## config.mk

```make
export PLATFORM = sky130hd
export DESIGN_NAME = load_store_unit_flat
export DESIGN_NICKNAME = d
export VERILOG_FILES = /design/src/rtl/load_store_unit_pkg.sv /design/src/rtl/load_store_unit_if.sv /design/src/rtl/load_store_unit_load_align.sv /design/src/rtl/load_store_unit.sv /design/src/flat_wrapper.sv
export SDC_FILE = /design/constraint.sdc
export NUM_CORES = 1
export LEC_CHECK = 0
export ABC_AREA = 1
export CORE_MARGIN = 2
export CORE_UTILIZATION = 41
export CTS_BUF_LIST = sky130_fd_sc_hd__clkbuf_2 sky130_fd_sc_hd__clkbuf_4 sky130_fd_sc_hd__clkbuf_8
export DETAILED_ROUTE_END_ITERATION = 10
export GPL_TIMING_DRIVEN = 1
export PLACE_DENSITY_LB_ADDON = 0.25
export SKIP_LAST_GASP = 1
export SYNTH_ARGS = -nofsm -noshare
export SYNTH_HDL_FRONTEND = slang
export SYNTH_SLANG_ARGS = --single-unit
```

## constraint.sdc

```tcl
create_clock -name clk -period 1.9 [get_ports clk]
set_input_delay 0.285 -clock clk [delete_from_list [all_inputs] [get_ports clk]]
set_output_delay 0.285 -clock clk [all_outputs]
set_load 0.01 [all_outputs]
```

## src/rtl/load_store_unit_pkg.sv

```systemverilog
// Shared definitions for the load/store unit: funct3 size/sign codes,
// FSM state encoding and the natural-alignment check.
package load_store_unit_pkg;

    localparam logic [2:0] LSU_B  = 3'b000;
    localparam logic [2:0] LSU_H  = 3'b001;
    localparam logic [2:0] LSU_W  = 3'b010;
    localparam logic [2:0] LSU_D  = 3'b011;
    localparam logic [2:0] LSU_BU = 3'b100;
    localparam logic [2:0] LSU_HU = 3'b101;
    localparam logic [2:0] LSU_WU = 3'b110;

    typedef enum logic [1:0] {
        ST_IDLE = 2'd0,
        ST_REQ  = 2'd1,
        ST_FIN  = 2'd2
    } lsu_state_e;

    // size is funct3[1:0]: 0=byte, 1=half, 2=word, 3=double
    function automatic logic lsu_aligned(input logic [1:0] size, input logic [2:0] addr_lo);
        logic ok;
        case (size)
            2'd0:    ok = 1'b1;
            2'd1:    ok = (addr_lo[0] == 1'b0);
            2'd2:    ok = (addr_lo[1:0] == 2'b00);
            2'd3:    ok = (addr_lo == 3'b000);
            default: ok = 1'b0;
        endcase
        return ok;
    endfunction

endpackage

```

## src/rtl/load_store_unit_if.sv

```systemverilog
// Data-memory request/acknowledge bus between the load/store unit (master)
// and the memory (slave).
interface load_store_unit_if #(
    parameter int DATA_WIDTH = 32,
    parameter int ADDR_WIDTH = 32
);
    localparam int NB = DATA_WIDTH / 8;

    logic                  mem_req;
    logic                  mem_we;
    logic [ADDR_WIDTH-1:0] mem_addr;
    logic [NB-1:0]         mem_be;
    logic [DATA_WIDTH-1:0] mem_wdata;
    logic                  mem_ack;
    logic [DATA_WIDTH-1:0] mem_rdata;

    modport master (
        output mem_req, mem_we, mem_addr, mem_be, mem_wdata,
        input  mem_ack, mem_rdata
    );

    modport slave (
        input  mem_req, mem_we, mem_addr, mem_be, mem_wdata,
        output mem_ack, mem_rdata
    );

endinterface

```

## src/rtl/load_store_unit_load_align.sv

```systemverilog
// Combinational load extraction: shifts the addressed lane down and
// sign/zero-extends it according to funct3.
module load_store_unit_load_align
    import load_store_unit_pkg::*;
#(
    parameter int DATA_WIDTH = 32
) (
    input  logic [$clog2(DATA_WIDTH/8)-1:0] offset_i,
    input  logic [2:0]                      funct3_i,
    input  logic [DATA_WIDTH-1:0]           rdata_i,
    output logic [DATA_WIDTH-1:0]           result_o
);

    logic [DATA_WIDTH-1:0] lane_s;

    // Lane select and extension; word sign-extension is identity at 32 bits
    always_comb begin
        lane_s = rdata_i >> {offset_i, 3'b000};
        case (funct3_i)
            LSU_B:   result_o = DATA_WIDTH'(signed'(lane_s[7:0]));
            LSU_H:   result_o = DATA_WIDTH'(signed'(lane_s[15:0]));
            LSU_W:   result_o = DATA_WIDTH'(signed'(lane_s[31:0]));
            LSU_D:   result_o = lane_s;
            LSU_BU:  result_o = DATA_WIDTH'(lane_s[7:0]);
            LSU_HU:  result_o = DATA_WIDTH'(lane_s[15:0]);
            LSU_WU:  result_o = DATA_WIDTH'(lane_s[31:0]);
            default: result_o = '0;
        endcase
    end

endmodule

```

## src/rtl/load_store_unit.sv

```systemverilog
// M-stage load/store unit: byte-enable and store-lane generation, load
// extraction, and a req/ack memory handshake with timeout and pipeline stall.
module load_store_unit
    import load_store_unit_pkg::*;
#(
    parameter int DATA_WIDTH = 32,
    parameter int ADDR_WIDTH = 32,
    parameter int TIMEOUT    = 16
) (
    input  logic                  clk,
    input  logic                  rst,
    input  logic                  i_req_valid,
    input  logic                  i_we,
    input  logic [2:0]            i_funct3,
    input  logic [ADDR_WIDTH-1:0] i_addr,
    input  logic [DATA_WIDTH-1:0] i_wdata,
    output logic                  o_stall_M,
    output logic [DATA_WIDTH-1:0] o_rdata_M,
    output logic                  o_done,
    output logic                  o_misaligned,
    output logic                  o_bus_err,
    load_store_unit_if.master     bus
);

    localparam int  NB   = DATA_WIDTH / 8;
    localparam int  OFFW = $clog2(NB);
    localparam int  CNTW = $clog2(TIMEOUT);
    localparam bit  IS64 = (DATA_WIDTH == 64);

    lsu_state_e            state_q;
    logic [CNTW-1:0]       cnt_q;
    logic [OFFW-1:0]       off_q;
    logic [2:0]            funct3_q;
    logic                  mem_req_q;
    logic                  mem_we_q;
    logic [ADDR_WIDTH-1:0] mem_addr_q;
    logic [NB-1:0]         mem_be_q;
    logic [DATA_WIDTH-1:0] mem_wdata_q;

    logic [1:0]            size_s;
    logic [OFFW-1:0]       off_s;
    logic                  illegal_s;
    logic                  misaligned_s;
    logic [NB-1:0]         be_s;
    logic [DATA_WIDTH-1:0] wdata_s;
    logic [DATA_WIDTH-1:0] load_data_s;

    // Request decode: legality, alignment, byte enables and replicated store data
    always_comb begin
        size_s       = i_funct3[1:0];
        off_s        = i_addr[OFFW-1:0];
        illegal_s    = (i_funct3 == 3'b111) ||
                       (!IS64 && ((i_funct3 == LSU_D) || (i_funct3 == LSU_WU)));
        misaligned_s = illegal_s || !lsu_aligned(size_s, i_addr[2:0]);
        case (size_s)
            2'd0: begin
                be_s    = NB'(1'b1) << off_s;
                wdata_s = {NB{i_wdata[7:0]}};
            end
            2'd1: begin
                be_s    = NB'(2'b11) << off_s;
                wdata_s = {(NB/2){i_wdata[15:0]}};
            end
            2'd2: begin
                be_s    = NB'(4'hF) << off_s;
                wdata_s = {(NB/4){i_wdata[31:0]}};
            end
            default: begin
                be_s    = '1;
                wdata_s = i_wdata;
            end
        endcase
    end

    load_store_unit_load_align #(
        .DATA_WIDTH (DATA_WIDTH)
    ) u_load_align (
        .offset_i (off_q),
        .funct3_i (funct3_q),
        .rdata_i  (bus.mem_rdata),
        .result_o (load_data_s)
    );

    // Access FSM; every bus and result output is registered here
    always_ff @(posedge clk) begin
        if (rst) begin
            state_q      <= ST_IDLE;
            cnt_q        <= '0;
            off_q        <= '0;
            funct3_q     <= 3'b000;
            mem_req_q    <= 1'b0;
            mem_we_q     <= 1'b0;
            mem_addr_q   <= '0;
            mem_be_q     <= '0;
            mem_wdata_q  <= '0;
            o_rdata_M    <= '0;
            o_done       <= 1'b0;
            o_misaligned <= 1'b0;
            o_bus_err    <= 1'b0;
        end else begin
            o_done       <= 1'b0;
            o_misaligned <= 1'b0;
            o_bus_err    <= 1'b0;
            case (state_q)
                ST_IDLE: begin
                    if (i_req_valid) begin
                        if (misaligned_s) begin
                            state_q      <= ST_FIN;
                            o_misaligned <= 1'b1;
                            o_rdata_M    <= '0;
                        end else begin
                            state_q     <= ST_REQ;
                            cnt_q       <= '0;
                            off_q       <= off_s;
                            funct3_q    <= i_funct3;
                            mem_req_q   <= 1'b1;
                            mem_we_q    <= i_we;
                            mem_addr_q  <= {i_addr[ADDR_WIDTH-1:OFFW], {OFFW{1'b0}}};
                            mem_be_q    <= be_s;
                            mem_wdata_q <= wdata_s;
                        end
                    end
                end
                ST_REQ: begin
                    // An ack arriving on the last allowed cycle still wins over the timeout
                    if (bus.mem_ack) begin
                        state_q   <= ST_FIN;
                        mem_req_q <= 1'b0;
                        o_done    <= 1'b1;
                        o_rdata_M <= mem_we_q ? '0 : load_data_s;
                    end else if (cnt_q == CNTW'(TIMEOUT - 1)) begin
                        state_q   <= ST_FIN;
                        mem_req_q <= 1'b0;
                        o_bus_err <= 1'b1;
                        o_rdata_M <= '0;
                    end else if (cnt_q != '1) begin
                        cnt_q <= cnt_q + CNTW'(1);
                    end
                end
                ST_FIN: begin
                    state_q <= ST_IDLE;
                end
                default: begin
                    state_q   <= ST_IDLE;
                    mem_req_q <= 1'b0;
                end
            endcase
        end
    end

    assign o_stall_M     = i_req_valid && (state_q != ST_FIN);
    assign bus.mem_req   = mem_req_q;
    assign bus.mem_we    = mem_we_q;
    assign bus.mem_addr  = mem_addr_q;
    assign bus.mem_be    = mem_be_q;
    assign bus.mem_wdata = mem_wdata_q;

endmodule

```

## src/flat_wrapper.sv

```systemverilog
// flat-port wrapper written by rule: the top's interface ports become plain ports
module load_store_unit_flat import load_store_unit_pkg::*;
#(
    parameter int DATA_WIDTH = 32,
    parameter int ADDR_WIDTH = 32,
    parameter int TIMEOUT    = 16
)
  (clk, rst, i_req_valid, i_we, i_funct3, i_addr, i_wdata, o_stall_M, o_rdata_M, o_done, o_misaligned, o_bus_err, bus_mem_req, bus_mem_we, bus_mem_addr, bus_mem_be, bus_mem_wdata, bus_mem_ack, bus_mem_rdata);
  load_store_unit_if #(.DATA_WIDTH(DATA_WIDTH), .ADDR_WIDTH(ADDR_WIDTH)) bus_i ();
  input  logic clk;
  input  logic rst;
  input  logic i_req_valid;
  input  logic i_we;
  input  logic [2:0] i_funct3;
  input  logic [ADDR_WIDTH-1:0] i_addr;
  input  logic [DATA_WIDTH-1:0] i_wdata;
  output logic o_stall_M;
  output logic [DATA_WIDTH-1:0] o_rdata_M;
  output logic o_done;
  output logic o_misaligned;
  output logic o_bus_err;
  output wire logic [$bits(bus_i.mem_req)-1:0] bus_mem_req;
  output wire logic [$bits(bus_i.mem_we)-1:0] bus_mem_we;
  output wire logic [$bits(bus_i.mem_addr)-1:0] bus_mem_addr;
  output wire logic [$bits(bus_i.mem_be)-1:0] bus_mem_be;
  output wire logic [$bits(bus_i.mem_wdata)-1:0] bus_mem_wdata;
  input wire logic [$bits(bus_i.mem_ack)-1:0] bus_mem_ack;
  input wire logic [$bits(bus_i.mem_rdata)-1:0] bus_mem_rdata;
  assign bus_mem_req = bus_i.mem_req;
  assign bus_mem_we = bus_i.mem_we;
  assign bus_mem_addr = bus_i.mem_addr;
  assign bus_mem_be = bus_i.mem_be;
  assign bus_mem_wdata = bus_i.mem_wdata;
  assign bus_i.mem_ack = bus_mem_ack;
  assign bus_i.mem_rdata = bus_mem_rdata;
  load_store_unit #(.DATA_WIDTH(DATA_WIDTH), .ADDR_WIDTH(ADDR_WIDTH), .TIMEOUT(TIMEOUT)) u_core (.clk(clk), .rst(rst), .i_req_valid(i_req_valid), .i_we(i_we), .i_funct3(i_funct3), .i_addr(i_addr), .i_wdata(i_wdata), .o_stall_M(o_stall_M), .o_rdata_M(o_rdata_M), .o_done(o_done), .o_misaligned(o_misaligned), .o_bus_err(o_bus_err), .bus(bus_i));
endmodule
```

# [Yosys cells after proc, flatten, opt, wreduce, memory -nomap -nowiden]
# Cells that the tools add are included.
[word_totals] register_bits=114 word_cells=97 in_bits=104 output_inout_bits=106
[classes] n_mux=29 shifts=4 eq_ne=24 add_sub_neg=1 reduce_logical=20 bitwise=6
[op_table] operator="$mux W32" count=5
[op_table] operator="$pmux W32 S5" count=1
[op_table] operator="$pmux W32 S2" count=2
[op_table] operator="$shr A32 B5 Y32" count=1
[op_table] operator="$mux W4" count=5
[op_table] operator="$eq A3 B3 Y1 const B" count=5
[op_table] operator="$pmux W4 S3" count=1
[op_table] operator="$ne A2 B2 Y1 const B" count=5
[op_table] operator="$eq A3 B2 Y1 const B" count=3
[op_table] operator="$reduce_or A3 Y1" count=3
[op_table] operator="$mux W2" count=4
[op_table] operator="$pmux W4 S2" count=1
[op_table] operator="$reduce_and A4 Y1" count=2
[op_table] operator="$mux W1" count=7
[op_table] operator="$eq A2 B2 Y1 const B" count=3
[op_table] operator="$logic_not A2 Y1" count=3
[op_table] operator="$logic_not A3 Y1" count=2
[op_table] operator="$not A1 Y1" count=6
[op_table] operator="$reduce_and A6 Y1" count=1
[op_table] operator="$add A4 B1 Y4 const B" count=1
[op_table] operator="$eq A2 B1 Y1 const B" count=2
[op_table] operator="$eq A4 B4 Y1 const B" count=1
[op_table] operator="$ne A2 B1 Y1 const B" count=2
[op_table] operator="$ne A4 B4 Y1 const B" count=1
[op_table] operator="other kinds (15)" count=17

# [Logic depth before layout (Yosys ltp)]
# Gate-level depths: netlist (run 1).
[depth] word_depth=7 ltp_mapped=12

# [By module]
# From an unflattened synthesis (run 1), not the netlist that was laid out.
[hier_totals] cells_unflattened=839 hier_area_um2=5815.6
[modules_own_cells] mod="load_store_unit" instances=1 seq_area_each_um2=2282.2 cells_each=655 area_each_um2=4840.9
[modules_own_cells] mod="load_store_unit_load_align" instances=1 seq_area_each_um2=0.0 cells_each=184 area_each_um2=974.7

# [Worst setup path after synthesis (run 1)]
# No wires, ideal clock.
[synth_timing] path_kind="input-to-reg" start="in i_funct3[1]" end="reg u_core.mem_wdata_q[14], in the netlist u_core.bus.mem_wdata[14]" path_stages=11 required_time_ns=1.784 arrival_time_ns=1.926 setup_ns=0.116 n_path_buf=3 path_slack_ns=-0.142 cell_sequence="clkbuf_1 clkbuf_1 inv_1 ha_1 inv_1 clkbuf_1 o22ai_1 inv_1 o21ai_0 nor2_1 nor2_1"
[synth_between] elab_chain_len=6
[synth_rtl] item="start: declaration" line="flat_wrapper.sv:14" source="input logic [2:0] i_funct3;"
[synth_rtl] item="$eq A2 B2 Y1, or another cell as far along" line="load_store_unit_pkg.sv:22" source="case (size)"
[synth_rtl] item="$pmux W1 S4 / $logic_or A1 B1 Y1 (equally long branches)" line="load_store_unit_pkg.sv:22, load_store_unit.sv:53"
[synth_rtl] item="$logic_not A1 Y1 / $logic_or A1 B1 Y1 (equally long branches)" line="load_store_unit.sv:54, load_store_unit.sv:52"
[synth_rtl] item="$logic_or A1 B1 Y1" line="load_store_unit.sv:54" source="misaligned_s = illegal_s || !lsu_aligned(size_s, i_addr[2:0]);"
[synth_rtl] item="$not A1 Y1 (no source line)"
[synth_rtl] item="$reduce_and A3 Y1 (no source line)"
[synth_rtl] item="end signal: assignment" line="load_store_unit.sv:120" source="mem_wdata_q <= wdata_s;"
[synth_rtl] item="end: declaration" line="load_store_unit.sv:38" source="logic [DATA_WIDTH-1:0] mem_wdata_q;"
# Several ways; a longest one is shown, not always the timed one.
# A chain may end at the register's enable or synchronous reset.

# [Final worst setup path (run 1)]
[layout_timing] start="in i_funct3[0]" end="reg u_core.mem_addr_q[14], in the netlist u_core.bus.mem_addr[14]"
[layout_between] elab_chain_len=6
[layout_rtl] item="$eq A2 B2 Y1, or another cell as far along" line="load_store_unit_pkg.sv:22"
[layout_rtl] item="$pmux W1 S4 / $logic_or A1 B1 Y1 (equally long branches)" line="load_store_unit_pkg.sv:22, load_store_unit.sv:53"
[layout_rtl] item="$logic_not A1 Y1 / $logic_or A1 B1 Y1 (equally long branches)" line="load_store_unit.sv:54, load_store_unit.sv:52"
[layout_rtl] item="$logic_or A1 B1 Y1 (*)" line="load_store_unit.sv:54"
[layout_rtl] item="$not A1 Y1 (no source line) (*)"
[layout_rtl] item="$reduce_and A3 Y1 (no source line) (*)"
[layout_rtl] item="end signal: assignment" line="load_store_unit.sv:118" source="mem_addr_q <= {i_addr[ADDR_WIDTH-1:OFFW], {OFFW{1'b0}}};"
[layout_rtl] item="end: declaration" line="load_store_unit.sv:36" source="logic [ADDR_WIDTH-1:0] mem_addr_q;"
# Mark *: on every way between the ends. The rest lies on a longest branch, timed or not.

==> results of run 1 <==
## flip-flops by register name, summed over array words and instances, names as in the netlist
signal,count
u_core.o_bus_err,1
u_core.o_misaligned,1
u_core.bus.mem_we,1
u_core.bus.mem_be,4
u_core.off_q,2
u_core.bus.mem_wdata,32
u_core.bus.mem_req,1
u_core.funct3_q,3
u_core.cnt_q,4
u_core.state_q,2
u_core.o_done,1
u_core.o_rdata_M,32
u_core.bus.mem_addr,30
## final timing paths
path / start / end / slack, ps
max: i_funct3[0] / u_core.bus.mem_addr[14]$_SDFFE_PP0P_ / 170
min: i_funct3[1] / u_core.funct3_q[1]$_SDFFE_PP0P_ / 390
max reg2reg: u_core.off_q[0]$_SDFFE_PP0P_ / u_core.o_rdata_M[22]$_SDFFE_PP0P_ / 240
min reg2reg: u_core.bus.mem_req$_SDFFE_PP0P_ / u_core.bus.mem_req$_SDFFE_PP0P_ / 460
## Yosys cell counts (all sizes together)
| cell type | number |
|---|---|
| a21oi | 40 |
| buf | 34 |
| clkbuf | 18 |
| clkinv | 1 |
| conb | 1 |
| dfxtp | 114 |
| ha | 6 |
| inv | 48 |
| nand2 | 163 |
| nand3 | 55 |
| nand4 | 2 |
| nor2 | 186 |
| nor3 | 5 |
| o21ai | 106 |
| o22ai | 8 |
| o31ai | 7 |
| xnor2 | 1 |
## logic make-up (layout without fill, tap and decap cells)
group / Yosys count / after routing / share of synthesized area, %
other: 1 / 2 / 0.0708
xor gates and xnor gates: 1 / 1 / 0.165
AOI/OAI and AO/OA: 161 / 161 / 15.7
and+or+nand+nor: 411 / 411 / 31.1
DFF: 114 / 114 / 43.1
buffers and inverters: 101 / 335 / 8.39
adders and majority gates: 6 / 6 / 1.42
## routing by layer
| layer | wire, um | global-route usage [%] | up-vias | share of wire [%] |
|---|---|---|---|---|
| met4 | 414 | 10.3 | 0 | 2.5 |
| met3 | 1440 | 9.01 | 31 | 8.7 |
| met5 | 0 | 0 | - | 0 |
| met2 | 7760 | 40.2 | 182 | 47 |
| li1 | - | - | 3000 | - |
| met1 | 6940 | 27.7 | 2627 | 42 |
## worst max-delay path, cell delays in order
cell and delay, ps:
clkdlybuf4s50_1 470, inv_1 60, buf_4 130, ha_1 200
nor2_1 100, nand2_1 80, nand3_2 110, nor2_4 50
buf_4 160, buf_12 150, o21ai_0 190, nor2_1 70
## power by group
group	total, mW	switching [mW]	internal, mW
sequential	2.57	0.0668	2.51
clock	2.07	0.961	1.11
combinational	1.27	0.624	0.647
total	5.92	1.65	4.27
## area by class of cell
type                    instances  area share (%)
repair buffers                256            31.4
clock buffers                  26            4.06
inverters                      49            2.29
multi-input cells             581            31.5
flip-flops and latches        114            27.9
well taps                     172            2.63
clock inverters                 4           0.305
## placed cells by master, fill, tap and decap left out, types with 22 or more instances in the layout
master,count
nand2_1,162
nand3_1,53
dfxtp_1,113
o21ai_1,27
inv_1,41
clkdlybuf4s50_1,205
o21ai_0,79
clkbuf_8,22
a21oi_1,40
nor2_1,184
buf_4,39
==> results by group, run 1 <==
Outcome
  • Status: complete, no violations

STA
  • Fin Setup TNS: 0 ps
  • Slack of the critical path: 170 ps
  • Slew Limit Fails: 0
  • RSZ-0062 raised after global routing: no
  • Final period utilization: 91.0%
  • Fmax: 0.578 GHz
  • Final worst hold slack: 386 ps
  • Final clock skew: 11.5 ps
  • Setup Viol. Count Final: 0
  • Min cycle time layout: 1730 ps
  • Final Hold Vio Count: 0

Critical path
  • CP startpoint kind: input port
  • Worst Setup End Kind: flip-flop
  • Worst EP required: 2230 ps
  • Crit path kind: input port to flip-flop
  • Arr. time, crit path: 2060 ps
  • R2R depth: 7
  • Crit path max fanout: 18

Cells and area
  • Fillers: 1149
  • Finished Cell Area: 0.00820 mm^2
  • N_diodes: 0
  • Multi-input gate area: 0.00258 mm^2
  • Final core occ: 64.9%
  • FF/Latch Area: 0.00228 mm^2
  • Synth-to-Final Area Change: 54.8%
  • Final cell count without fillers: 1202
  • Final net count: 1129
  • Share of cells above drive strength 1: 9.03%

Routing
  • Drt drc: 0
  • Via density: 4.86
  • Via count: 5840
  • Pre-Repair DR Iteration Count: 6
  • DRT iter0 DRCs: 483
  • Final wirelength: 16600 um
  • ANT nets after route: 0
  • Wirelength per Cell: 13.8 um

Global routing
  • Initial antenna violation count: 0
  • Number of global-route vias before repair: 5603
  • Total gr overflow: 0
  • Global Route Usage Sum: 24.1%
  • Largest net degree at the start of global routing: 73
  • First-pass GRT wire length: 27100 um

Clock tree
  • Clock Pin Slew Worst Setup and Hold Paths: 70 ps
  • H-tree depth: 4
  • CTS Root Cell: clkbuf_8
  • Longest Clk Path Bufs: 2
  • CTS tree: built
  • Post-CTS setup buffer count: 0
  • PostCTS Resize Cnt: 1
  • Clk sinks: 114
  • TritonCTS buffer count: 17
  • Hold-fix buffers, CTS: 0
  • Insertion delay to the later sink of the worst-skew pair: 440 ps

Power and ir drop
  • Power per cell area: 722 mW/mm^2
  • Final total power: 5.92 mW
  • Peak supply drop: 0.426 mV
  • Pleak: 3.50 nW

Placed design
  • Port Buf Inserts: 207
  • Placed cell count: 1172
  • Area after DPL: 0.00783 mm^2
  • DPL Wire Length: 11800 um
  • Routability congestion estimate: 0.910
  • Place WS: -342 ps

Logic synthesis
  • Top cells by area, synth: dfxtp_1 (43%), nor2_1 (13%), nand2_1 (11%)
  • Syn Std Cell Area: 0.00530 mm^2
  • Seq/Total Area, Yosys: 43.1%
  • Syn Inst Count: 795
  • Library cells used by synthesis: 26
  • Share of the synthesized area in the top cell type: 43.1%
  • Synthesized flop and latch total: 114
  • Avg Inst Size Synth: 6.66 um^2
  • Yosys top cell by area: dfxtp_1
  • Warnings, synthesis: 0

Floorplan
  • Die width: 118 um
  • Die Y-Extent: 118 um
  • I/O pins: 210
  • Die area: 0.0138 mm^2
  • Core box area: 0.0126 mm^2
  • Initial core utilization: 42.0%
  • # rows: 41

Flow run
  • Max_cap viols: 0

Min path
  • Worst min-delay path category: input port to flip-flop
  • Hold-critical path depth: 4
Note: power is estimated with default switching activity, not from simulation.
==> run 2: changes to the inputs <==
ABC_CLOCK_PERIOD_IN_PS = 1900   (was unset)
REMOVE_ABC_BUFFERS = 1   (was unset)
SLEW_MARGIN = 0   (was unset)
==> run 2 against run 1 <==
  * Register-to-register slack improved by 30 ps
  * Worst setup slack got worse by 82 ps
  * Non-clock buffer count grew 2
  * Sequential cell count unchanged
  * Wire length is 3.1% lower
  * Core utilization increased by 0.52 points
  * Cell area grew 0.79%
  * Critical endpoint is now u_core.bus.mem_wdata[8]$_SDFFE_PP0P_
  * Die area stayed put
  * Sequential power barely moved
  * Critical path depth unchanged
  * Clock power increased by 20%
  * Via count up 0.12%
  * Highest routed layer unchanged
==> results by group, run 2 (synthesis results as in run 1) <==
Floorplan
  • Initial core utilization: 42.0% (unchanged)
  • Die area: 0.0138 mm^2 (unchanged)
  • Core box area: 0.0126 mm^2 (unchanged)
  • # rows: 41 (unchanged)
  • Die Y-Extent: 118 um (unchanged)
  • Die width: 118 um (unchanged)
  • I/O pins: 210 (unchanged)

Critical path
  • Slowest cell on crit path: clkdlybuf4s50_1
  • CP peak stage delay: 470 ps (about the same)
  • Crit path top cell by count: nor2_1
  • Worst path buffer plus inverter count: 5 (unchanged)
  • Crit path kind: input port to flip-flop
  • Arr. time, crit path: 2140 ps (+80 ps)
  • Cells along the critical path: clkdlybuf4s50_1, buf_6, inv_1, ha_1, nor2_1, nand2_1, nand3_2, nor2_4, buf_4, buf_12, o21ai_0, nor2_1
  • Crit path max-delay family: buffers and inverters
  • Worst Setup End Kind: flip-flop
  • Worst EP required: 2230 ps (about the same)
  • Crit path max fanout: 29 (+11)
  • CP startpoint kind: input port

STA
  • Slew Limit Fails: 0 (unchanged)
  • Min cycle time layout: 1810 ps (+81.8 ps)
  • RSZ-0062 raised after global routing: yes
  • Fmax: 0.552 GHz (-4.5%)
  • Final worst hold slack: 428 ps (+42.0 ps)
  • Final clock skew: 9.49 ps (-1.98 ps)
  • Final period utilization: 95.3% (+4.3 points)
  • Setup Viol. Count Final: 0 (unchanged)
  • Slack of the critical path: 88.5 ps (-81.8 ps)
  • Final Hold Vio Count: 0 (unchanged)

Clock tree
  • Clock Pin Slew Worst Setup and Hold Paths: 70 ps (about the same)
  • TritonCTS buffer count: 17 (unchanged)
  • CTS tree: built
  • Hold-fix buffers, CTS: 0 (unchanged)
  • H-tree depth: 4 (unchanged)
  • Clk sinks: 114 (unchanged)
  • CTS Root Cell: clkbuf_8
  • Longest Clk Path Bufs: 2 (unchanged)
  • Insertion delay to the later sink of the worst-skew pair: 440 ps (about the same)

Cells and area
  • Final net count: 1131 (+0.18%)
  • Synth-to-Final Area Change: 56.0%
  • Most common cell after layout, fill and taps aside: clkdlybuf4s50_1
  • N_diodes: 0 (unchanged)
  • Share of cells above drive strength 1: 9.28% (+0.26 points)
  • Commonest non-fill, non-tap cells in the layout: clkdlybuf4s50_1 (206), nor2_1 (183), nand2_1 (162), dfxtp_1 (113), o21ai_0 (78)
  • Finished Cell Area: 0.00826 mm^2 (+0.79%)
  • Final cell count without fillers: 1206 (+0.33%)

Power and ir drop
  • Final total power: 6.30 mW (+6.5%)
  • Sw Pwr: 1.64 mW (-0.42%)
  • Clock power share: 39.4% (+4.3 points)
  • Power per cell area: 763 mW/mm^2 (+5.7%)
  • Combinational share of power: 19.8% (-1.7 points)
  • Net Sw Frac: 26.1% (-1.8 points)
  • Pleak: 3.52 nW (+0.55%)
  • Internal: 4.66 mW (+9.2%)
  • Seq pwr share: 40.8% (-2.7 points)
  • Peak supply drop: 0.481 mV (+13%)

Placed design
  • Area after DPL: 0.00780 mm^2 (-0.29%)
  • DPL Wire Length: 11100 um (-5.4%)
  • Placed cell count: 1174 (+0.17%)
  • Routability congestion estimate: 0.809 (-11%)
  • Place WS: -349 ps (-6.82 ps)
  • Port Buf Inserts: 207 (unchanged)

Min path
  • Worst min-delay path category: input port to flip-flop

Global routing
  • Initial antenna violation count: 0 (unchanged)
  • Number of global-route vias before repair: 5648 (+0.80%)
  • First-pass GRT wire length: 26600 um (-1.7%)
  • Total gr overflow: 0 (unchanged)
  • Global Route Usage Sum: 23.4% (-0.73 points)
  • Largest net degree at the start of global routing: 73 (unchanged)

Routing
  • Pre-Repair DR Iteration Count: 4 (-2)
  • Final wirelength: 16000 um (-3.1%)
  • Wirelength per Cell: 13.3 um (-3.4%)
  • Via count: 5847 (+0.12%)
  • Drt drc: 0 (unchanged)
  • DRT iter0 DRCs: 435 (-9.9%)
  • Via density: 4.85 (-0.21%)
  • ANT nets after route: 0 (unchanged)

Flow run
  • Max_cap viols: 0 (unchanged)

Outcome
  • Status: complete, no violations
run 2: layer usage:
layer	up-vias	GRT usage (%)	share of wire [%]
met1	2637	28.6	43
li1	2995	-	-
met3	11	9.98	9.8
met2	204	37.5	47
met5	-	0	0
met4	0	6.78	0.90
run 2: what timing repair did:
| action | CTS | global route |
|---|---|---|
| resized for setup | 2 | 5 |
| setup endpoints to repair | 1 | 62 |
| setup buffers | 0 | 0 |
run 2: power groups by stage:
| stage | sequential, mW | combinational, mW | clock (mW) |
|---|---|---|---|
| after floorplan | 2.67 | 0.463 | 0 |
| after global placement | 2.62 | 1.24 | 0 |
| after detailed placement | 2.62 | 1.25 | 0 |
| after CTS | 2.57 | 1.25 | 2.55 |
| after global routing | 2.58 | 1.38 | 2.67 |
| final | 2.57 | 1.25 | 2.48 |
run 2: path summary, 6_finish.rpt:
kind | depth (start not counted) | slack, ps | start | end
min reg2reg | 2 | 460 | u_core.o_rdata_M[10]$_SDFFE_PP0P_ | u_core.o_rdata_M[10]$_SDFFE_PP0P_
max | 12 | 90 | i_funct3[1] | u_core.bus.mem_wdata[8]$_SDFFE_PP0P_
min | 3 | 430 | i_addr[13] | u_core.bus.mem_addr[13]$_SDFFE_PP0P_
max reg2reg | 7 | 270 | u_core.off_q[0]$_SDFFE_PP0P_ | u_core.o_rdata_M[27]$_SDFFE_PP0P_
run 2: area by class of cell:
cell class              count  area, um^2
clock buffers              24         324
clock inverters             8         123
fillers                  1170        4360
inverters                  49         184
multi-input cells         581        2590
flip-flops and latches    114        2280
well taps                 172         215
repair buffers            258        2540
run 2: metrics by stage:
stage,util [%],TNS (ps)
after global routing,65.5,-198
after global placement,61.8,-24750
after CTS,65.4,0
final,65.5,0
after detailed placement,61.8,-31310
after floorplan,-,-60300
run 2: worst min-delay path, cell delays in order:
cell and delay (ps):
clkdlybuf4s50_1 390, nor2_1 100, nor2_1 50
==> run 3: changes to the inputs <==
CORE_ASPECT_RATIO = 0.75   (was unset)
==> run 3 against run 2 <==
  * Final cell count down 1.7%
  * Die area about the same
  * Cell area fell by 1.0%
  * Sequential share of layout area rose by 0.28 points
  * First-iteration DRC count fell by 22%
  * Clock power up 5%
  * Core utilization rose by 0.30 points
  * Maximum frequency increased by 3.0%
  * Non-clock buffer count decreased by 13
  * Register-to-register slack got worse by 20 ps
==> results by group, run 3 (synthesis results as in run 1) <==
Critical path
  • Crit path max fanout: 47 (+62%)
  • CP startpoint kind: input port
  • Crit path kind: input port to flip-flop
  • Worst EP required: 2230 ps (about the same)
  • Arr. time, crit path: 2090 ps (-50 ps)
  • Worst Setup End Kind: flip-flop

Placed design
  • Place WS: -303 ps (+46.5 ps)
  • Port Buf Inserts: 207 (unchanged)
  • DPL Wire Length: 10900 um (-2.6%)
  • Placed cell count: 1155 (-1.6%)
  • Area after DPL: 0.00771 mm^2 (-1.2%)
  • Routability congestion estimate: 0.851 (+5.1%)

STA
  • RSZ-0062 raised after global routing: yes
  • Final clock skew: 14.8 ps (+5.35 ps)
  • Final worst hold slack: 431 ps (+3.67 ps)
  • Min cycle time layout: 1760 ps (-53.0 ps)
  • Slack of the critical path: 141 ps (+53.0 ps)
  • Slew Limit Fails: 0 (unchanged)
  • Final period utilization: 92.6% (-2.8 points)
  • Fin Setup TNS: 0 ps (unchanged)
  • Final Hold Vio Count: 0 (unchanged)
  • Fmax: 0.569 GHz (+3.0%)
  • Setup Viol. Count Final: 0 (unchanged)

Global routing
  • First-pass GRT wire length: 25600 um (-3.7%)
  • Number of global-route vias before repair: 5310 (-6.0%)
  • Initial antenna violation count: 0 (unchanged)
  • Largest net degree at the start of global routing: 73 (unchanged)
  • Global Route Usage Sum: 23.1% (-0.33 points)
  • Total gr overflow: 0 (unchanged)

Clock tree
  • Clock Pin Slew Worst Setup and Hold Paths: 80 ps (about the same)
  • Longest Clk Path Bufs: 2 (unchanged)
  • Insertion delay to the later sink of the worst-skew pair: 430 ps (about the same)
  • TritonCTS buffer count: 17 (unchanged)
  • CTS Root Cell: clkbuf_8
  • H-tree depth: 4 (unchanged)
  • Hold-fix buffers, CTS: 0 (unchanged)
  • CTS tree: built
  • Clk sinks: 114 (unchanged)
  • Post-CTS setup buffer count: 0 (unchanged)

Outcome
  • Status: complete, no violations

Cells and area
  • Share of cells above drive strength 1: 7.94% (-1.3 points)
  • Final core occ: 65.8% (+0.30 points)
  • N_diodes: 0 (unchanged)
  • Commonest non-fill, non-tap cells in the layout: clkdlybuf4s50_1 (206), nor2_1 (183), nand2_1 (162), dfxtp_1 (113), o21ai_0 (79)
  • Final net count: 1118 (-1.1%)
  • Finished Cell Area: 0.00818 mm^2 (-1.0%)
  • Synth-to-Final Area Change: 54.4%
  • Final cell count without fillers: 1186 (-1.7%)
  • Most common cell after layout, fill and taps aside: clkdlybuf4s50_1

Floorplan
  • Die Y-Extent: 102 um (-13%)
  • Die area: 0.0138 mm^2 (about the same)
  • Initial core utilization: 42.6% (+0.62 points)
  • Core box area: 0.0124 mm^2 (-1.4%)
  • I/O pins: 210 (unchanged)
  • Die width: 135 um (+15%)
  • # rows: 35 (-15%)

Flow run
  • Max_cap viols: 0 (unchanged)

Routing
  • ANT nets after route: 0 (unchanged)
  • Via density: 4.86 (+0.26%)
  • Via count: 5765 (-1.4%)
  • Pre-Repair DR Iteration Count: 7 (+3)
  • Drt drc: 0 (unchanged)
  • DRT iter0 DRCs: 338 (-22%)
  • Wirelength per Cell: 13.4 um (+0.39%)
  • Final wirelength: 15800 um (-1.3%)

Power and ir drop
  • Power per cell area: 784 mW/mm^2 (+2.8%)
  • Final total power: 6.41 mW (+1.7%)
  • Pleak: 3.47 nW (-1.2%)
  • Peak supply drop: 0.467 mV (-2.8%)

Min path
  • Worst min-delay path category: input port to flip-flop
==> run 3: what timing repair did <==
action,in CTS,in global routing
gates cloned,0,0
setup endpoints to repair,1,90
resized for setup,1,3
hold endpoints to repair,0,0
==> run 3: worst max-delay path: stages <==
cell	delay (ps)
clkdlybuf4s50_1	500
inv_1	140
ha_1	170
nor2_1	60
nor2_2	140
nand3_2	110
nor2_4	160
inv_2	90
buf_12	180
nor2_1	140
nor2_1	70
==> run 3: where the power goes <==
group          internal [mW]  switching, mW
clock network           1.61          0.998
registers               2.50         0.0662
logic                  0.628          0.603
==> run 3: final timing paths <==
| path | from | to | slack, ps | cells past startpoint |
|---|---|---|---|---|
| hold reg to reg | u_core.o_rdata_M[26]$_SDFFE_PP0P_ | u_core.o_rdata_M[26]$_SDFFE_PP0P_ | 460 | 2 |
| setup / recovery | i_funct3[1] | u_core.bus.mem_wdata[24]$_SDFFE_PP0P_ | 140 | 11 |
| hold / removal | i_addr[2] | u_core.bus.mem_addr[2]$_SDFFE_PP0P_ | 430 | 3 |
| setup reg to reg | u_core.cnt_q[0]$_SDFFE_PP0P_ | u_core.o_rdata_M[21]$_SDFFE_PP0P_ | 250 | 9 |
==> run 3: area by class of cell <==
cell class / count / area [um^2]
fill: 1086 / 4260
clock buffer: 23 / 310
tap: 166 / 208
timing repair buffer: 245 / 2460
multi-input combinational: 581 / 2580
inverter: 49 / 184
clock inverter: 8 / 149
sequential: 114 / 2280
==> run 3: per-layer routing <==
metal	global-route usage [%]	wire [um]	vias to the layer above
met2	36.8	7210	191
met1	30.3	7220	2572
met4	7.21	250	0
li1	-	-	2978
met5	0	0	-
met3	6.94	1150	24
